File: config.mk
export PLATFORM = sky130hd
export DESIGN_NAME = core_seq
export DESIGN_NICKNAME = d
export VERILOG_FILES = /design/src/rtl/core_seq_pkg.sv /design/src/rtl/core_seq_bus_wait_timer.sv /design/src/rtl/core_seq.sv
export SDC_FILE = /design/constraint.sdc
export NUM_CORES = 1
export LEC_CHECK = 0
export ABC_CLOCK_PERIOD_IN_PS = 3700
export CORE_MARGIN = 3
export CORE_UTILIZATION = 30
export CTS_CLUSTER_SIZE = 12
export DETAILED_ROUTE_END_ITERATION = 16
export REMOVE_ABC_BUFFERS = 1
export SYNTH_ARGS = -nofsm -noshare
export SYNTH_HDL_FRONTEND = slang
export SYNTH_SLANG_ARGS = --single-unit
File: constraint.sdc
create_clock -name clk -period 3.7 [get_ports clk]
set_clock_uncertainty 0.05 [all_clocks]
set_input_delay 0.74 -clock clk [delete_from_list [all_inputs] [get_ports clk]]
set_output_delay 0.74 -clock clk [all_outputs]
set_load 0.02 [all_outputs]
File: src/rtl/core_seq_pkg.sv
// Shared definitions for the multi-cycle sequencer: state encodings and default parameters.
// The debug and trace logic decode the same state values.
package core_seq_pkg;

    typedef enum logic [2:0] {
        ST_FETCH  = 3'd0,
        ST_DECODE = 3'd1,
        ST_EXEC   = 3'd2,
        ST_MEM    = 3'd3,
        ST_WB     = 3'd4,
        ST_HALT   = 3'd5,
        ST_ERROR  = 3'd6
    } state_t;

    localparam int DEFAULT_TIMEOUT = 255;
    localparam int DEFAULT_CNT_W   = 32;

    function automatic logic is_wait_state(input state_t s);
        return (s == ST_FETCH) || (s == ST_MEM);
    endfunction

endpackage

File: src/rtl/core_seq_bus_wait_timer.sv
// Counts consecutive not-ready cycles of a bus wait and flags the last allowed cycle.
// Ready on the final cycle suppresses expiry so a late response still completes normally.
module core_seq_bus_wait_timer #(
    parameter int TIMEOUT_CYCLES = 255
) (
    input  logic clk,
    input  logic rst,
    input  logic clear,
    input  logic inc,
    input  logic ready,
    output logic expired
);

    localparam int CW = (TIMEOUT_CYCLES > 2) ? $clog2(TIMEOUT_CYCLES) : 1;
    localparam logic [CW-1:0] LAST = CW'(TIMEOUT_CYCLES - 1);

    logic [CW-1:0] count;

    always_ff @(posedge clk) begin
        if (rst || clear) begin
            count <= '0;
        end else if (inc && !ready) begin
            count <= count + CW'(1);
        end
    end

    assign expired = inc && !ready && (count == LAST);

endmodule

File: src/rtl/core_seq.sv
// Multi-cycle RV32I sequencer: FETCH/DECODE/EXEC/MEM/WB with bounded bus waits and a
// retired-instruction counter. Strobes are decoded from the current state plus handshakes.
module core_seq
    import core_seq_pkg::*;
#(
    parameter int TIMEOUT_CYCLES = DEFAULT_TIMEOUT,
    parameter int CNT_W          = DEFAULT_CNT_W
) (
    input  logic             clk,
    input  logic             rst,
    input  logic             reg_write,
    input  logic             mem_read,
    input  logic             mem_write,
    input  logic             branch,
    input  logic             branch_taken,
    input  logic             halt_req,
    input  logic             imem_ready,
    input  logic             dmem_ready,
    output logic             imem_req,
    output logic             dmem_req,
    output logic             dmem_we,
    output logic             ir_we,
    output logic             alu_we,
    output logic             mdr_we,
    output logic             rf_we,
    output logic             pc_we,
    output logic             pc_sel,
    output logic             halted,
    output logic             err,
    output logic [2:0]       state,
    output logic [CNT_W-1:0] instret
);

    state_t           state_q;
    state_t           state_d;
    state_t           cur;
    logic [CNT_W-1:0] instret_q;
    logic             retire;
    logic             expired;
    logic             wait_ready;
    logic             timer_inc;

    logic imem_req_r, dmem_req_r, dmem_we_r, ir_we_r, alu_we_r, mdr_we_r;
    logic rf_we_r, pc_we_r, pc_sel_r, halted_r, err_r;

    always_ff @(posedge clk) begin
        if (rst) begin
            state_q   <= ST_FETCH;
            instret_q <= '0;
        end else begin
            state_q <= state_d;
            if (retire) begin
                instret_q <= instret_q + CNT_W'(1);
            end
        end
    end

    // The unused encoding 7 behaves exactly like FETCH.
    assign cur        = (3'(state_q) == 3'd7) ? ST_FETCH : state_q;
    assign timer_inc  = is_wait_state(cur);
    assign wait_ready = (cur == ST_MEM) ? dmem_ready : imem_ready;

    core_seq_bus_wait_timer #(
        .TIMEOUT_CYCLES(TIMEOUT_CYCLES)
    ) u_timer (
        .clk    (clk),
        .rst    (rst),
        .clear  (!timer_inc),
        .inc    (timer_inc),
        .ready  (wait_ready),
        .expired(expired)
    );

    always_comb begin
        state_d    = cur;
        retire     = 1'b0;
        imem_req_r = 1'b0;
        dmem_req_r = 1'b0;
        dmem_we_r  = 1'b0;
        ir_we_r    = 1'b0;
        alu_we_r   = 1'b0;
        mdr_we_r   = 1'b0;
        rf_we_r    = 1'b0;
        pc_we_r    = 1'b0;
        pc_sel_r   = 1'b0;
        halted_r   = 1'b0;
        err_r      = 1'b0;
        case (cur)
            ST_FETCH: begin
                imem_req_r = 1'b1;
                if (imem_ready) begin
                    ir_we_r = 1'b1;
                    state_d = ST_DECODE;
                end else if (expired) begin
                    state_d = ST_ERROR;
                end
            end
            ST_DECODE: state_d = ST_EXEC;
            ST_EXEC: begin
                alu_we_r = 1'b1;
                state_d  = (mem_read || mem_write) ? ST_MEM : ST_WB;
            end
            ST_MEM: begin
                // A request flagged as both load and store is carried out as a store.
                dmem_req_r = 1'b1;
                dmem_we_r  = mem_write;
                if (dmem_ready) begin
                    mdr_we_r = mem_read && !mem_write;
                    state_d  = ST_WB;
                end else if (expired) begin
                    state_d = ST_ERROR;
                end
            end
            ST_WB: begin
                rf_we_r  = reg_write;
                pc_we_r  = 1'b1;
                pc_sel_r = branch && branch_taken;
                retire   = 1'b1;
                state_d  = halt_req ? ST_HALT : ST_FETCH;
            end
            ST_HALT: begin
                halted_r = 1'b1;
                if (!halt_req) begin
                    state_d = ST_FETCH;
                end
            end
            ST_ERROR: err_r = 1'b1;
            default:  state_d = ST_FETCH;
        endcase
    end

    assign imem_req = imem_req_r & ~rst;
    assign dmem_req = dmem_req_r & ~rst;
    assign dmem_we  = dmem_we_r  & ~rst;
    assign ir_we    = ir_we_r    & ~rst;
    assign alu_we   = alu_we_r   & ~rst;
    assign mdr_we   = mdr_we_r   & ~rst;
    assign rf_we    = rf_we_r    & ~rst;
    assign pc_we    = pc_we_r    & ~rst;
    assign pc_sel   = pc_sel_r   & ~rst;
    assign halted   = halted_r   & ~rst;
    assign err      = err_r      & ~rst;
    assign state    = state_q;
    assign instret  = instret_q;

endmodule

; Yosys cells after proc, flatten, opt, wreduce, memory -nomap -nowiden
; Cells that the tools add are included.
[word_totals]
ff_bits = 43
in_bits = 10
wordCells = 58
[classes]
addsub = 2
n_eq_ne = 8
n_mux = 22
bitwise_logic = 12
reduce_logical = 11
[op_table]
columns = operator, n
row1 = "32-bit by 1-bit adder with 32-bit output, second input constant", 1
row2 = 3-bit two-way mux, 7
row3 = 3-bit case mux with 7 select lines, 1
row4 = 1-bit two-way mux, 14
row5 = "3-bit == test, second input constant", 4
row6 = 1-bit bitwise AND, 11
row7 = "8-bit by 1-bit adder with 8-bit output, second input constant", 1
row8 = "8-bit == test, second input constant", 1
row9 = "3-bit by 2-bit == test with 1-bit output, second input constant", 2
row10 = 1-bit logical AND, 4
row11 = "3-bit by 1-bit == test with 1-bit output, second input constant", 1
row12 = 1-bit zero test, 3
row13 = 3-bit zero test, 1
row14 = 1-bit logical OR, 3
row15 = 1-bit inverter, 1

; Depth between registers and ports, before layout
; Gate-level depths: netlist of the first run.
[logic_depth]
ltp_word = 10
ltp_mapped = 7

; By module
; Synthesis of the first run repeated with hierarchy kept, for this count alone.
[hier_totals]
hier_cells = 289
area_unflattened_um2 = 2329.7
[modules_own_cells]
columns = module, n_inst, cells_each, area_per_inst_um2, seq_area_each_um2
row1 = core_seq, 1, 243, 1915.6, 700.7
row2 = core_seq_bus_wait_timer, 1, 46, 414.1, 160.2

; Worst setup path after synthesis of the first run
; Ideal clock, no wire load.
[synth_path]
kind = input to output
startpoint = input port rst
endpoint = output port mdr_we
t_arrival_ns = 2.013
t_required_ns = 2.910
setup_slack_ns = 0.897
path_stages = 3
path_buffers = 0
path_cell_list = nand2b_1 nor3b_1 and4b_1
[synth_between]
elab_chain_len = 2
[synth_rtl]
columns = element, line
row1 = start: declaration, core_seq.sv:10  ; input logic rst,
row2 = 1-bit inverter, core_seq.sv:137  ; assign mdr_we = mdr_we_r & ~rst;
row3 = 1-bit bitwise AND, core_seq.sv:137
row4 = end: declaration, core_seq.sv:24  ; output logic mdr_we,
; Every way passes these cells.

; Final worst setup path of the first run
; Same ends and word-level chain as after synthesis.

==> summary.md, run 1 <==
| Metric | Value |
|---|---|
| RSZ-0062 raised after global routing | `no` |
| Drt pass-1 iters | `4` |
| Vias in the first global route | `approximately 1900` |
| CTS sink count | `43` |
| Critical path arrival | `2.63 ns` |
| Hold Fails Final Rpt | `0` |
| DR vias/cell | `around 4.7` |
| N_diodes | `0` |
| Min-delay worst type | `reg -> reg` |
| Reg clk slew, reported paths | `0.08 ns` |
| CTS resizes | `0` |
| CTS tree | `done` |
| Max cap viols | `0` |
| Average cell area after synthesis | `about 8.4 um2` |
| Rows | `30` |
| WL final | `approximately 4.8 mm` |
| Final-stage net count | `around 320` |
| P_leak | `just under 1 nW` |
| Dpl ws | `about 0.26 ns` |
| DR DRC count | `0` |
| Finished Cell Area | `approximately 0.0029 mm2` |
| Post-Syn Area | `~0.0021 mm2` |
| Clk root buf | `clkbuf_8` |
| EDFF count, synth | `0` |
| Area after DPL | `0.002804 mm2` |
| Share of the synthesized area in the top cell type | `0.4016` |
| Final Power | `between 800 and 900 uW` |
| Worst VDD drop | `approximately 0.22 mV` |
| Fillers | `about 730` |
| Clock H-tree levels | `2` |
| Die Ht | `between 90 and 100 um` |
| Starting density of the core | `0.3120` |
| DRT iter0 DRCs | `75` |
| Sequential area share after synthesis | `0.4016` |
| Layout cells sized above 1 | `0.06109` |
| Hold path depth | `2` |
| Setup slack, reg-to-reg | `1.44 ns` |
| Synthesis-to-layout area growth | `35.14%` |
| # setup viols final | `0` |
| Setup Fix Bufs, Post-CTS | `0` |
| Worst flop-to-flop path endpoint | `instret[30]` |
| Cell Pwr Density | `approximately 310 mW/mm2` |
| Yosys warns | `0` |
| DIE AREA | `~0.008 mm2` |
| Tightest Pin Transition | `between 0.8 and 0.9 ns` |
| Core area | `between 0.006 and 0.007 mm2` |
| Tot GR Track Use | `0.1218` |
| Initial antenna violation count | `0` |
| Period minus WS final | `between 3 and 4 ns` |
| Worst hold margin | `0.4404 ns` |
| Clk_lat worst skew | `about 0.3 ns` |
| Global Route met1 Usage | `0.1446` |
| DRT antenna net count | `0` |
| Cells on worst reg2reg path | `4` |
| Max frequency | `between 200 and 300 MHz` |
| Status | `finished clean` |
| Hold-fix buffers, CTS | `0` |
| Wire per inst | `11.88 um` |
| Worst Path Required | `roughly 2.9 ns` |
| Final HPWL DP | `3.533 mm` |
| Gr ovfl total | `0` |
| Vias post-DR | `1932` |
| GRT Max-Usage Layer | `met2` |
| Clock tree buffer depth | `2` |
| Global-route wire length before repair | `roughly 8.3 mm` |
| I/O Buffers | `55` |
| Most common cell in the synthesized netlist | `dfxtp_1` |
| I/O pin count | `56` |
| Most instantiated cells after synthesis | `dfxtp_1 (43), nor2_1 (40), xor2_1 (20), nand2_1 (19), a21oi_1 (14)` |
| CP endpoint kind | `output port` |
| Period utilization | `0.9233` |
| CP Class | `in -> out` |
| CTS Buf Count | `5` |
| Unique masters post-synth | `38` |
| Cells after synthesis | `between 200 and 300` |
| Startpoint Class | `input port` |
| Largest cells by area after synthesis | `dfxtp_1 (40%), xor2_1 (8.2%), nor2_1 (7.0%), xnor2_1 (4.9%), nand2_1 (3.3%)` |
| Setup tns final | `0 ns` |
| Die X | `~91 um` |
| Most used DFF post-synth | `dfxtp_1` |
| FF+latch count, synth | `43` |
| GR Util met2 | `0.2063` |
| FFs w/ async S/R, synth | `0` |
| Rel. slew slack | `0.4058` |
| Reg2reg start | `state[0]` |
| Final setup margin | `~0.28 ns` |
| M3 GR Usage | `0.04667` |
| GP Congestion | `around 0.77` |
| Hold Startpoint | `u_timer.count[7]` |
| Pin count of the biggest net entering global routing | `39` |
| Synth area leader | `dfxtp_1` |
| Max-slew violation count | `0` |
| Critical Path Fanout Max | `5` |
| Hold EP | `u_timer.count[7]` |
[layer usage]
| metal | vias to the layer above | wire length (um) |
|---|---|---|
| li1 | 1002 | - |
| met1 | 877 | 2246 |
| met2 | 47 | 2189 |
| met3 | 6 | 350 |
| met4 | 0 | 48 |
| met5 | - | 0 |
[cells by family (layout without fill, tap and decap cells)]
logic type,after synthesis,in the layout,share of synthesized area
AND/OR/NAND/NOR,136,136,0.3509
adder cells (fa/ha/maj),3,3,0.01752
multiplexers,1,1,0.004670
XOR/XNOR,32,32,0.1308
AO/OA/AOI/OAI,26,26,0.07064
buffers and inverters,13,70,0.02393
flip-flops,43,43,0.4016
[registers in the layout, summed over array words and instances (netlist names)]
name,flops
u_timer.count,8
instret,32
state,3
[critical path: stages]
cell	delay, ns
clkdlybuf4s50_1	0.42
nand2b_1	0.18
nor3b_1	0.40
and4b_1	0.26
clkdlybuf4s50_1	0.61
[power breakdown]
group,switching [mW],internal (mW)
Combinational,0.0527,0.0473
Clock,0.171,0.135
Sequential,0.0129,0.470
Total,0.237,0.652
[final cells by class]
type,count,area [um2],area share
multi-input combinational,198,1231,0.4251
clock inverter,3,23.77,0.008207
tap,96,120.1,0.04147
clock buffer,5,68.82,0.02376
inverter,3,11.26,0.003888
timing repair buffer,59,580.6,0.2004
sequential,43,860.8,0.2972
[cell usage in the layout, fill, tap and decap left out, types with 10 or more instances in the layout]
cell type        count
nand3_1             13
xnor2_1             12
xor2_1              20
clkdlybuf4s50_1     55
nand4_1             11
nor2_1              40
nand2_1             19
nor3_1              10
dfxtp_1             43
a21oi_1             14
[per-stage QoR]
step	util	instances
2_1_floorplan	-	244
3_3_place_gp	0.4082	399
3_5_place_dp	0.4082	399
4_1_cts	0.4217	407
5_1_grt	0.4217	407
6_report	0.4217	407
[how the worst max path moves through the flow]
stage	slack [ns]	from	depth (start not counted)	endpoint
floorplan	0.89	rst	3	mdr_we
global placement	0.29	rst	5	mdr_we
detailed placement	0.26	rst	5	mdr_we
CTS	0.24	rst	5	mdr_we
global route	0.18	rst	5	mdr_we
finish	0.28	rst	5	mdr_we
Power figures use the tool's default switching activity.
==> inputs of run 2 (changes only) <==
ABC_AREA = 1   (was default)
SLEW_MARGIN = 25   (was default)
==> run 2 against run 1 <==
Effect of this change: power rose by 25%; combinational power grew to 2.9 times the previous value; register-to-register slack better by 0.34 ns; maximum frequency grew 11%; sequential share of layout area shrank 3.7 points; sequential cell count stayed put; die area grew 18%; via count is 40% higher; clock power about the same; utilization fell by 0.68 points; final cell count grew 39%; area after synthesis up 19%.
==> summary.md, run 2 <==
| Metric | Value |
|---|---|
| Status | `finished clean` |
| Reg2reg start | `instret[0]` |
| Worst Path Required | `2.91 ns (about the same)` |
| CP endpoint kind | `output port` |
| DR DRC count | `0 (unchanged)` |
| Clk root buf | `clkbuf_8` |
| Rel. slew slack | `0.7007 (+0.2949)` |
| Final-stage net count | `474 (+47%)` |
| P_leak | `1.165 nW (+20%)` |
| I/O Buffers | `55 (unchanged)` |
| Sequential Power Share | `0.465 (-0.078)` |
| Die Ht | `98.15 um (+8.4%)` |
| Global-route wire length before repair | `11.70 mm (+41%)` |
| Max cap viols | `0 (unchanged)` |
| Drt pass-1 iters | `4 (unchanged)` |
| Setup Fix Bufs, Post-CTS | `0 (unchanged)` |
| Cell Pwr Density | `334.8 mW/mm2 (+9.1%)` |
| Vias in the first global route | `2597 (+40%)` |
| Setup slack, reg-to-reg | `1.78 ns (+0.34 ns)` |
| Synthesis-to-layout area growth | `29.76%` |
| Sw frac | `0.3531 (+0.08675)` |
| Min-delay worst type | `reg -> reg` |
| Final HPWL DP | `5.257 mm (+49%)` |
| Synth area leader | `dfxtp_1` |
| Hold Fails Final Rpt | `0 (unchanged)` |
| DRT antenna net count | `0 (unchanged)` |
| Worst flop-to-flop path endpoint | `instret[22]` |
| Yosys warns | `0 (unchanged)` |
| Reg clk slew, reported paths | `0.10 ns (+0.02 ns)` |
| Core area | `0.007968 mm2 (+16%)` |
| Rows | `32 (+6.7%)` |
| Initial antenna violation count | `0 (unchanged)` |
| WL final | `6.723 mm (+39%)` |
| Vias post-DR | `2710 (+40%)` |
| # setup viols final | `0 (unchanged)` |
| CTS tree | `done` |
| Wire per inst | `11.92 um (+0.34%)` |
| Die X | `98.15 um (+8.4%)` |
| CTS Buf Count | `5 (unchanged)` |
| Most instantiated cells after synthesis | `nand2_1 (106), nor2_1 (63), dfxtp_1 (43), inv_1 (42), a21oi_1 (33)` |
| GP Congestion | `0.8782 (+14%)` |
| Period utilization | `0.8286 (-0.09476)` |
| Layout cells sized above 1 | `0.06494 (+0.003842)` |
| Switching Power | `390.7 uW (+65%)` |
| N_diodes | `0 (unchanged)` |
| Hold EP | `u_timer.count[3]` |
| Most common cell after layout, fill and taps aside | `nand2_1` |
| Tightest Pin Transition | `0.4474 ns (-0.4359 ns)` |
| Logic pwr share | `0.261 (+0.148)` |
| I/O pin count | `56 (unchanged)` |
| Hold-fix buffers, CTS | `0 (unchanged)` |
| Final core utilization | `0.4149 (-0.006789)` |
| Hold path depth | `1 (-1)` |
| Setup tns final | `0 ns (unchanged)` |
| CP Class | `reg -> out` |
| CTS sink count | `43 (unchanged)` |
| FF+latch count, synth | `43 (unchanged)` |
| DRT iter0 DRCs | `158 (+110%)` |
| Startpoint Class | `flop` |
| Hold Startpoint | `u_timer.count[3]` |
| Unique masters post-synth | `32 (-16%)` |
| Clk_lat worst skew | `0.30 ns (about the same)` |
| CTS resizes | `0 (unchanged)` |
| Critical path arrival | `2.28 ns (-0.35 ns)` |
| Max reg flops | `32 (unchanged)` |
| Clock H-tree levels | `2 (unchanged)` |
| Internal power | `715.9 uW (+9.8%)` |
| Post-Syn Area | `0.002547 mm2 (+19%)` |
| Critical Path Fanout Max | `18 (+13)` |
| Worst VDD drop | `0.2119 mV (-5.5%)` |
| Commonest non-fill, non-tap cells in the layout | `nand2_1 (106), nor2_1 (63), clkdlybuf4s50_1 (55)` |
| Most common cell in the synthesized netlist | `nand2_1` |
| RSZ-0062 raised after global routing | `no` |
| Gr ovfl total | `0 (unchanged)` |
| DIE AREA | `0.009633 mm2 (+18%)` |
| Most used DFF post-synth | `dfxtp_1` |
| Clock tree buffer depth | `2 (unchanged)` |
| EDFF count, synth | `0 (unchanged)` |
| Starting density of the core | `0.3197 (+0.007702)` |
| Max frequency | `326.2 MHz (+11%)` |
| Pin count of the biggest net entering global routing | `19 (-51%)` |
| DR vias/cell | `4.805 (+1.2%)` |
| Period minus WS final | `3.066 ns (-0.3506 ns)` |
| FFs w/ async S/R, synth | `0 (unchanged)` |
| Cells after synthesis | `403 (+59%)` |
| Power share of the clock group | `0.274 (-0.070)` |
| Sequential area share after synthesis | `0.3379 (-0.06372)` |
| Average cell area after synthesis | `6.321 um2 (-25%)` |
| Fillers | `826 (+13%)` |
| Share of the synthesized area in the top cell type | `0.3379 (-0.06372)` |
| Tot GR Track Use | `0.1424 (+0.02059)` |
| Max-slew violation count | `0 (unchanged)` |
| Largest cells by area after synthesis | `dfxtp_1 (34%), nand2_1 (16%), nor2_1 (9.3%), a21oi_1 (6.5%), inv_1 (6.2%)` |
| Cells on worst reg2reg path | `10 (+6)` |
==> run 2: through the flow <==
step           cells  total power [mW]  worst slack (ns)  instance area (um2)  hold WS (ns)
2_1_floorplan    396            0.7086             1.356                 2516        0.3971
3_3_place_gp     556            0.8099            0.6281                 3217        0.4153
3_5_place_dp     556            0.8124            0.6285                 3217        0.4298
4_1_cts          564             1.119            0.5977                 3306        0.4489
5_1_grt          564             1.176            0.4467                 3306        0.4814
6_report         564             1.107            0.6343                 3306        0.4501
==> run 2: area by class of cell <==
| type | count | area (um2) | share of cell area |
|---|---|---|---|
| clock inverters | 3 | 20.02 | 0.006056 |
| flip-flops and latches | 43 | 860.8 | 0.2604 |
| repair buffers | 58 | 573.1 | 0.1734 |
| clock buffers | 5 | 68.82 | 0.02082 |
| well taps | 102 | 127.6 | 0.03861 |
| multi-input cells | 306 | 1476 | 0.4466 |
| inverters | 47 | 178.9 | 0.05413 |
==> run 2: cells by family after synthesis <==
| kind of cell | after synthesis | share of synthesized area |
|---|---|---|
| xor+xnor | 6 | 0.02063 |
| fa+ha+maj | 3 | 0.01474 |
| flops | 43 | 0.3379 |
| buf+inv | 54 | 0.08251 |
| simple gates | 238 | 0.4185 |
| compound gates | 59 | 0.1257 |
==> run 2: critical path, stage by stage, from the launching register on <==
cell	delay [ns]
dfxtp_1	0.57
nand3_4	0.29
inv_1	0.35
nand2_1	0.08
nor2_1	0.09
clkdlybuf4s50_1	0.60
==> run 2: power groups by stage <==
stage / registers [mW] / logic, mW / clock network, mW
2_1_floorplan: 0.533 / 0.176 / 0
6_report: 0.515 / 0.289 / 0.303
3_5_place_dp: 0.525 / 0.287 / 0
4_1_cts: 0.515 / 0.289 / 0.315
3_3_place_gp: 0.523 / 0.287 / 0
5_1_grt: 0.520 / 0.321 / 0.335
==> run 2: how the worst max path moves through the flow <==
stage	to	from	slack (ns)
2_1_floorplan	pc_sel	state[2]	1.36
3_3_place_gp	pc_sel	rst	0.63
3_5_place_dp	pc_sel	rst	0.63
4_1_cts	rf_we	state[2]	0.60
5_1_grt	rf_we	state[2]	0.45
6_report	rf_we	state[2]	0.63
==> run 2: layer usage <==
| layer | wire length, um | track usage | vias to the layer above | share of wire |
|---|---|---|---|---|
| li1 | - | - | 1430 | - |
| met1 | 3111 | 0.1808 | 1211 | 0.46 |
| met2 | 3133 | 0.2419 | 60 | 0.47 |
| met3 | 406 | 0.03714 | 9 | 0.060 |
| met4 | 72 | 0.03466 | 0 | 0.011 |
| met5 | 0 | 0 | - | 0 |
==> inputs of run 3 (changes only) <==
ABC_CLOCK_PERIOD_IN_PS = 2500   (was 3700)
clock period = 2.5 ns   (was 3.7 ns; I/O delays follow)
==> run 3 against run 2 <==
Effect of this change: global-route usage increased by 0.13 points; largest cell class unchanged; final cell count up 1.1%; critical path depth is 2 lower; sequential cell count is the same; count of clock-buffer cells in the layout rose by 1; die area unchanged; sequential power grew 49%; register-to-register slack worse by 1.2 ns; via count grew 0.81%; non-clock buffer count grew 6; worst setup slack got worse by 0.47 ns.
==> summary.md, run 3 (synthesis gave the netlist of run 2 again) <==
| Metric | Value |
|---|---|
| Max reg flops | `32 (unchanged)` |
| Max frequency | `427.4 MHz` |
| Hold-fix buffers, CTS | `0 (unchanged)` |
| Clk root buf | `clkbuf_8` |
| Hold EP | `u_timer.count[3]` |
| CTS sink count | `43 (unchanged)` |
| Clock H-tree levels | `2 (unchanged)` |
| DIE AREA | `0.009633 mm2 (unchanged)` |
| CP Class | `in -> out` |
| Min-delay worst type | `reg -> reg` |
| Die X | `98.15 um (unchanged)` |
| Max-slew violation count | `0 (unchanged)` |
| I/O pin count | `56 (unchanged)` |
| Final HPWL DP | `5.277 mm (+0.38%)` |
| Non-Filler Instances | `570 (+1.1%)` |
| M3 GR Usage | `0.03786 (+0.0007143)` |
| Commonest non-fill, non-tap cells in the layout | `nand2_1 (106), nor2_1 (63), clkdlybuf4s50_1 (45)` |
| Rows | `32 (unchanged)` |
| Vias in the first global route | `2608 (+0.42%)` |
| Tightest Pin Transition | `0.3206 ns (-0.1267 ns)` |
| Hold path depth | `1 (unchanged)` |
| GRT Max-Usage Layer | `met2` |
| DR DRC count | `0 (unchanged)` |
| RSZ-0062 raised after global routing | `no` |
| I/O Buffers | `55 (unchanged)` |
| Max cap viols | `0 (unchanged)` |
| Tot GR Track Use | `0.1438 (+0.001334)` |
| Worst Path Required | `1.95 ns (-0.96 ns)` |
| Crit. Startpoint | `rst` |
| Setup tns final | `0 ns (unchanged)` |
| Critical path arrival | `1.79 ns (-0.49 ns)` |
| Worst VDD drop | `0.3996 mV (+89%)` |
| CTS Buf Count | `5 (unchanged)` |
| Gr ovfl total | `0 (unchanged)` |
| Worst flop-to-flop path endpoint | `instret[22]` |
| Reg2reg start | `instret[0]` |
| # setup viols final | `0 (unchanged)` |
| Most common cell after layout, fill and taps aside | `nand2_1` |
| Placed cells | `562 (+1.1%)` |
| Setup Fix Bufs, Post-CTS | `0 (unchanged)` |
| WL final | `6.821 mm (+1.5%)` |
| Core area | `0.007968 mm2 (unchanged)` |
| Status | `finished clean` |
| Reg clk slew, reported paths | `0.08 ns (-0.02 ns)` |
| P_leak | `1.315 nW (+13%)` |
| Cells on worst reg2reg path | `10 (unchanged)` |
| DRT antenna net count | `0 (unchanged)` |
| Period utilization | `0.9359` |
| Clk_lat worst skew | `0.30 ns (about the same)` |
| N_diodes | `0 (unchanged)` |
| DR vias/cell | `4.793 (-0.25%)` |
| GR Util met2 | `0.2408 (-0.001047)` |
| CP endpoint kind | `output port` |
| Critical Path Fanout Max | `6 (-12)` |
| Hold Fails Final Rpt | `0 (unchanged)` |
| GP Congestion | `0.8845 (+0.72%)` |
| Dpl ws | `-0.08429 ns (-0.7128 ns)` |
| Setup slack, reg-to-reg | `0.55 ns (-1.23 ns)` |
| Period minus WS final | `between 2 and 2.5 ns` |
| CTS tree | `done` |
| Cell Pwr Density | `520.5 mW/mm2 (+55%)` |
| Layout cells sized above 1 | `0.08333 (+0.01840)` |
| Initial antenna violation count | `0 (unchanged)` |
| Final setup margin | `0.1604 ns (-0.4740 ns)` |
| Pin count of the biggest net entering global routing | `16 (-3)` |
| Hold Startpoint | `u_timer.count[3]` |
| Die Ht | `98.15 um (unchanged)` |
| Worst hold margin | `0.4354 ns (-0.01474 ns)` |
| Starting density of the core | `0.3197 (unchanged)` |
| Drt pass-1 iters | `4 (unchanged)` |
| Synthesis-to-layout area growth | `33.01%` |
| Global Route met1 Usage | `0.1817 (+0.0008734)` |
| Wire per inst | `11.97 um (+0.39%)` |
| Global-route wire length before repair | `11.70 mm (unchanged)` |
| Final-stage net count | `480 (+1.3%)` |
| Vias post-DR | `2732 (+0.81%)` |
| DRT iter0 DRCs | `81 (-49%)` |
| Startpoint Class | `input port` |
| Clock tree buffer depth | `2 (unchanged)` |
| Rel. slew slack | `0.7840 (+0.08333)` |
## run 3: area by class of cell
cell class	count	area, um2
Timing Repair Buffer	64	620.6
Tap cell	102	127.6
Inverter	47	178.9
Sequential cell	43	867.1
Clock inverter	2	35.03
Clock buffer	6	82.58
Fill cell	844	4579
Multi-Input combinational cell	306	1476
## run 3: per-stage QoR
| stage | cell area, um2 | util | power, mW |
|---|---|---|---|
| finish | 3388 | 0.4253 | 1.764 |
| global route | 3388 | 0.4253 | 1.852 |
| CTS | 3376 | 0.4237 | 1.783 |
| detailed placement | 3262 | 0.4094 | 1.210 |
| global placement | 3262 | 0.4094 | 1.210 |
| floorplan | 2516 | - | 1.049 |
## run 3: repair_timing
action,in CTS,in global routing
hold endpoints to repair,0,0
endpoints found under the setup margin,9,4
gates resized for setup,9,5
## run 3: worst max path at each step
stage	endpoint	slack [ns]	depth (start not counted)
after floorplan	pc_sel	0.40	3
after global placement	alu_we	-0.08	4
after detailed placement	err	-0.08	4
after CTS	dmem_req	0.007	4
after global routing	pc_we	0.07	3
final	pc_we	0.16	3
## run 3: worst max-delay path, stage by stage
cell             delay, ns
clkdlybuf4s50_1       0.51
nor2_1                0.16
clkdlybuf4s50_1       0.62
## run 3: power by group
| part | switching (mW) | total (mW) | internal, mW | leakage [nW] |
|---|---|---|---|---|
| sequential | 0.0485 | 0.765 | 0.717 | 0.348 |
| clock | 0.249 | 0.573 | 0.324 | 0.0612 |
| combinational | 0.274 | 0.425 | 0.151 | 0.905 |
| total | 0.572 | 1.76 | 1.19 | 1.31 |
## run 3: metal layers
metal | routed length (um) | part of all wire | vias to the layer above
li1 | - | - | 1439
met1 | 3186 | 0.47 | 1225
met2 | 3076 | 0.45 | 57
met3 | 442 | 0.065 | 11
met4 | 116 | 0.017 | 0
met5 | 0 | 0 | -
